$ cat src/rtl/count_rd_wbm.sv
// Wishbone master that reads a 32-bit counter as four bytes with a coherence re-read of
// the top byte, or pulses a clear via the status register. Optional macro: CNT_RD_TIMEOUT_EN.
module count_rd_wbm #(
    parameter logic [3:0] ADR_STATUS  = 4'h0,
    parameter logic [3:0] ADR_COUNT0  = 4'h1,
    parameter int         MAX_RETRY   = 3,
    parameter int         TIMEOUT_CYC = 16
) (
    input  logic        clk_i,
    input  logic        rst_i,
    output logic        cyc_o,
    output logic        stb_o,
    output logic        we_o,
    output logic [3:0]  adr_o,
    output logic [7:0]  dat_o,
    input  logic [7:0]  dat_i,
    input  logic        ack_i,
    input  logic        req_i,
    input  logic        clr_i,
    output logic        busy_o,
    output logic [31:0] count_o,
    output logic        valid_o,
    output logic        clr_done_o,
    output logic        err_o
);

    typedef enum logic [3:0] {
        IDLE, RD_HI, RD_B0, RD_B1, RD_B2, RD_HI2, WR_SET, WR_CLR, GAP, DONE
    } state_t;

    localparam int RW = $clog2(MAX_RETRY + 2);

    state_t        state_q, state_d;
    state_t        nxt_q, nxt_d;       // where GAP resumes
    logic          clr_op_q, clr_op_d;
    logic [RW-1:0] retry_q, retry_d;
    logic [7:0]    hi_q, hi_d, b0_q, b0_d, b1_q, b1_d, b2_q, b2_d;
    logic [31:0]   count_q, count_d;
    logic          err_q, err_d;
    logic          bus, ack, timeout;

    assign bus = (state_q == RD_HI) || (state_q == RD_B0) || (state_q == RD_B1) ||
                 (state_q == RD_B2) || (state_q == RD_HI2) || (state_q == WR_SET) ||
                 (state_q == WR_CLR);
    assign ack = bus && ack_i;

`ifdef CNT_RD_TIMEOUT_EN
    localparam int TW = $clog2(TIMEOUT_CYC + 1);
    logic [TW-1:0] to_q, to_d;

    assign timeout = bus && !ack_i && (to_q == TW'(TIMEOUT_CYC - 1));
    assign to_d    = (bus && !ack_i && !timeout) ? to_q + 1'b1 : '0;

    always_ff @(posedge clk_i) begin
        if (rst_i) to_q <= '0;
        else       to_q <= to_d;
    end
`else
    assign timeout = 1'b0;
`endif

    always_comb begin
        cyc_o = bus;
        stb_o = bus;
        we_o  = 1'b0;
        adr_o = 4'h0;
        dat_o = 8'h00;
        case (state_q)
            RD_HI, RD_HI2: adr_o = ADR_COUNT0 + 4'd3;
            RD_B0:         adr_o = ADR_COUNT0;
            RD_B1:         adr_o = ADR_COUNT0 + 4'd1;
            RD_B2:         adr_o = ADR_COUNT0 + 4'd2;
            WR_SET: begin
                we_o  = 1'b1;
                adr_o = ADR_STATUS;
                dat_o = 8'h01;
            end
            WR_CLR: begin
                we_o  = 1'b1;
                adr_o = ADR_STATUS;
            end
            default: ;
        endcase
    end

    always_comb begin
        state_d  = state_q;
        nxt_d    = nxt_q;
        clr_op_d = clr_op_q;
        retry_d  = retry_q;
        hi_d     = hi_q;
        b0_d     = b0_q;
        b1_d     = b1_q;
        b2_d     = b2_q;
        count_d  = count_q;
        err_d    = 1'b0;
        case (state_q)
            IDLE: begin
                if (clr_i) begin
                    state_d  = WR_SET;
                    clr_op_d = 1'b1;
                end else if (req_i) begin
                    state_d  = RD_HI;
                    clr_op_d = 1'b0;
                    retry_d  = '0;
                end
            end
            RD_HI: if (ack) begin
                hi_d    = dat_i;
                state_d = GAP;
                nxt_d   = RD_B0;
            end
            RD_B0: if (ack) begin
                b0_d    = dat_i;
                state_d = GAP;
                nxt_d   = RD_B1;
            end
            RD_B1: if (ack) begin
                b1_d    = dat_i;
                state_d = GAP;
                nxt_d   = RD_B2;
            end
            RD_B2: if (ack) begin
                b2_d    = dat_i;
                state_d = GAP;
                nxt_d   = RD_HI2;
            end
            RD_HI2: if (ack) begin
                // a changed top byte means a carry rippled mid-read; the bytes are torn
                if (dat_i == hi_q) begin
                    count_d = {hi_q, b2_q, b1_q, b0_q};
                    state_d = DONE;
                end else if (retry_q == RW'(MAX_RETRY)) begin
                    err_d   = 1'b1;
                    state_d = IDLE;
                end else begin
                    retry_d = retry_q + 1'b1;
                    state_d = GAP;
                    nxt_d   = RD_HI;
                end
            end
            WR_SET: if (ack) begin
                state_d = GAP;
                nxt_d   = WR_CLR;
            end
            WR_CLR: if (ack) state_d = DONE;
            GAP:     state_d = nxt_q;
            DONE:    state_d = IDLE;
            default: state_d = IDLE;
        endcase
        if (timeout) begin
            err_d   = 1'b1;
            state_d = IDLE;
        end
    end

    always_ff @(posedge clk_i) begin
        if (rst_i) begin
            state_q  <= IDLE;
            nxt_q    <= IDLE;
            clr_op_q <= 1'b0;
            retry_q  <= '0;
            hi_q     <= 8'h00;
            b0_q     <= 8'h00;
            b1_q     <= 8'h00;
            b2_q     <= 8'h00;
            count_q  <= 32'h0;
            err_q    <= 1'b0;
        end else begin
            state_q  <= state_d;
            nxt_q    <= nxt_d;
            clr_op_q <= clr_op_d;
            retry_q  <= retry_d;
            hi_q     <= hi_d;
            b0_q     <= b0_d;
            b1_q     <= b1_d;
            b2_q     <= b2_d;
            count_q  <= count_d;
            err_q    <= err_d;
        end
    end

    assign busy_o     = (state_q != IDLE);
    assign count_o    = count_q;
    assign valid_o    = (state_q == DONE) && !clr_op_q;
    assign clr_done_o = (state_q == DONE) && clr_op_q;
    assign err_o      = err_q;

endmodule
$ cat config.mk
export PLATFORM = sky130hd
export DESIGN_NAME = count_rd_wbm
export DESIGN_NICKNAME = d
export VERILOG_FILES = /design/src/rtl/count_rd_wbm.sv
export SDC_FILE = /design/constraint.sdc
export NUM_CORES = 1
export LEC_CHECK = 0
export CAP_MARGIN = 20
export CORE_MARGIN = 2
export CORE_UTILIZATION = 51
export DETAILED_ROUTE_END_ITERATION = 6
export PLACE_DENSITY = 0.79
export SLEW_MARGIN = 20
export SYNTH_ARGS = -nofsm -noshare
export SYNTH_HDL_FRONTEND = slang
export SYNTH_SLANG_ARGS = --single-unit
export TNS_END_PERCENT = 10
$ cat constraint.sdc
create_clock -name clk_i -period 2.17 [get_ports clk_i]
set_clock_uncertainty 0.1 [all_clocks]
set_input_delay 0.3255 -clock clk_i [delete_from_list [all_inputs] [get_ports clk_i]]
set_output_delay 0.3255 -clock clk_i [all_outputs]
set_load 0.02 [all_outputs]
==> flow_summary.yaml <==
place:
  placed_cell_area_um2: 4030
  pre_cts_slack_ns: -0.137
  dp_hpwl_mm: 5.54
  place_congestion: 0.857
  place.port_buffers: 55
  placedCellCount: 496
routing:
  routed_via_density: 5.28
  first_pass_iters: 4
  routed_wl_mm: 7.78
  ant_nets: 0
  vias: 2705
  drtIter0Drc: 172
  routedWlPerCell_um: 15.2
  drt_drc_violations_left: 0
min_path:
  holdCritStartpoint: "rst_i"
  hold_end: "b0_q[0]$_SDFFE_PP0P_"
  min_path_type: "in -> reg"
  hold-path-cell-count: 2
critical_path:
  cp_max_fo: 9
  setup.worst_path.class: "reg -> out"
  path_delay_family: "buffers and inverters"
  critPathMostFrequentCell: "nor2_1"
  rr_startpoint: "state_q[2]$_SDFFE_PP0P_"
  critPathLaunchType: "flop"
  rr_worst_depth: 5
  ff2ff_setup_slack_ns: 0.25
  rr_endpoint: "nxt_q[0]$_SDFFE_PP0P_"
  arrival_ns: 1.67
  required_ns: 1.74
  path_cells: "buf_4, nor2_1, nand3_1, nor2_1, dlygate4sd2_1"
  critPathBufInv: 2
  max_stage_delay_ns: 0.37
  crit_path_start: "state_q[1]$_SDFFE_PP0P_"
  cp-end-kind: "primary output"
  cpMaxStageDelayCell: "dfxtp_2"
cts:
  clock_path_buffers: 2
  cts_root_buf: "clkbuf_8"
  cts-buffers-inserted: 9
  clock-sinks: 76
  post-cts-setup-buffer-count: 0
  cts.clk_slew.worst_paths_ns: 0.08
  cts_tree: "built"
  clk_latency_ns: 0.36
  cts-htree-levels: 3
sta:
  finalCritPeriodShare_pct: 96.6
  setup_violations: 0
  post-route-min-period_ns: 2.10
  worst_slack_ns: 0.0746
  drv_slew: 0
  hold_viol_final: 0
  max_clock_freq_mhz: 477
  rsz0062_at_grt: "no"
  tightestPinTransition_ns: 0.615
  relSlewSlack_pct: 59.0
final_layout:
  final_cell_area_um2: 4220
  multi_input_area_um2: 1560
  final_cell_mix: "nor2_1, dfxtp_1, mux2i_1"
  fin_cells: 512
  finalNetCount: 447
  drive_gt1_share_pct: 14.6
  synthToLayoutAreaGrowth_pct: 30.8
  register_area_um2: 1530
  layout_commonest_cell: "nor2_1"
  diodes: 0
  n_fill_cell: 458
yosys:
  yosys_register_bits: 76
  synthCells: 351
  synth_area_um2: 3230
  yosys_warnings: 0
  ys_types: 41
  seq_area_frac_synth_pct: 47.2
  syn_avg_cell_area_um2: 9.19
power_and_ir_drop:
  ir_drop_uv: 587
  p_leak_uw: 0.00202
  power.density_nw_per_um2: 914
  p_total_uw: 3860
floorplanning:
  ioPinCount: 64
  num_rows: 28
  start_util_pct: 53.5
  dieWidth_um: 83.5
  die_y_um: 83.5
  dieArea_um2: 6980
  core-area_um2: 6030
grt:
  grt_pass1_wl_mm: 12.5
  grt_pass1_vias: 2531
  antenna_found_initial: 0
  grt_max_degree: 34
  overflow: 0
  grt_use_total_pct: 22.7
run_status:
  status: "completed"
job:
  maxCapViolCount: 0
[where the power goes]
part | internal (uW) | switching, uW | total (uW)
clock | 426 | 569 | 995
sequential | 1500 | 130 | 1630
combinational | 556 | 675 | 1230
[worst max path at each step]
stage,end,slack (ns),cells after the start
finish,clr_done_o,0.07,5
global route,clr_done_o,0.0009,5
CTS,adr_o[0],-0.10,5
detailed placement,retry_q[0]$_SDFFE_PP0P_,-0.14,7
global placement,retry_q[0]$_SDFFE_PP0P_,-0.09,7
floorplan,nxt_q[0]$_SDFFE_PP0P_,0.35,6
[stage by stage]
stage,utilization (%),hold WS (ns),setup TNS [ns]
4_1_cts,69.9,0.357,-0.101
3_3_place_gp,66.9,0.363,-1.76
6_report,70.0,0.375,0
5_1_grt,70.0,0.389,0
2_1_floorplan,-,0.349,0
3_5_place_dp,66.9,0.373,-3.72
[registers in the layout (all words and copies together), names as in the netlist]
register	count
clr_op_q	1
state_q	4
nxt_q	3
b2_q	8
b1_q	8
hi_q	8
b0_q	8
retry_q	3
err_o	1
count_o	32
[worst register-to-register path: cells and delay by family, from the launching register on]
kind / cells / cell delay [ns]
AO/OA/AOI/OAI: 2 / 0.66
flip-flops: 1 / 0.49
multiplexers: 1 / 0.33
AND/OR/NAND/NOR: 1 / 0.13
buffers and inverters: 1 / 0.10
[cells in the mapped netlist (all sizes together)]
| cell type | instances | area, um2 |
|---|---|---|
| inv | 6 | 22.5 |
| ha | 2 | 25.0 |
| a2111oi | 3 | 33.8 |
| nand3b | 2 | 15.0 |
| nor3 | 3 | 26.3 |
| and2 | 2 | 12.5 |
| and3b | 1 | 8.76 |
| mux2i | 58 | 581 |
| a31oi | 3 | 18.8 |
| o21ai | 8 | 40.0 |
| nor4 | 3 | 31.3 |
| clkbuf | 11 | 41.3 |
| nor2b | 2 | 12.5 |
| nand2b | 5 | 31.3 |
| a221oi | 1 | 8.76 |
| nand3 | 13 | 65.1 |
| nand2 | 24 | 90.1 |
| o311ai | 1 | 8.76 |
| buf | 18 | 109 |
| or3 | 1 | 6.26 |
| dfxtp | 76 | 1520 |
| a22oi | 1 | 7.51 |
| o22ai | 2 | 12.5 |
| a21oi | 13 | 65.1 |
| nor4b | 1 | 8.76 |
| nor2 | 74 | 278 |
| xor2 | 8 | 70.1 |
| conb | 1 | 3.75 |
| nand4 | 1 | 6.26 |
| a21boi | 1 | 7.51 |
| and3 | 1 | 6.26 |
| mux2 | 3 | 33.8 |
| a211o | 2 | 17.5 |
[timing repair]
action,4_1_cts,5_1_grt
pin swaps,0,0
endpoints found under the setup margin,10,3
hold buffers,0,0
gates resized for setup,11,3
[logic make-up (layout without fill, tap and decap cells)]
group | after synthesis | count (layout) | share of synthesized area, %
AND/OR/NAND/NOR | 133 | 133 | 18.5
flip-flops | 76 | 76 | 47.2
multiplexers | 61 | 61 | 19.0
AO/OA/AOI/OAI | 35 | 35 | 6.83
buffers and inverters | 35 | 114 | 5.35
XOR/XNOR | 8 | 8 | 2.17
adder cells (fa/ha/maj) | 2 | 2 | 0.776
other | 1 | 8 | 0.116
[layer usage]
layer  track usage, %  up-vias  wire [um]
li1                 -     1336          -
met2             36.1       71       3740
met4             7.33        0        125
met3             5.54       15        445
met1             30.5     1283       3460
met5                0        -          0
[final cells by class]
cell class	instances	share of cell area (%)
sequential	76	36.1
multi-input combinational	247	37.1
clock buffer	9	2.94
inverter	6	0.534
clock inverter	7	1.33
tap	75	2.22
timing repair buffer	92	19.8
Power figures use the tool's default switching activity.
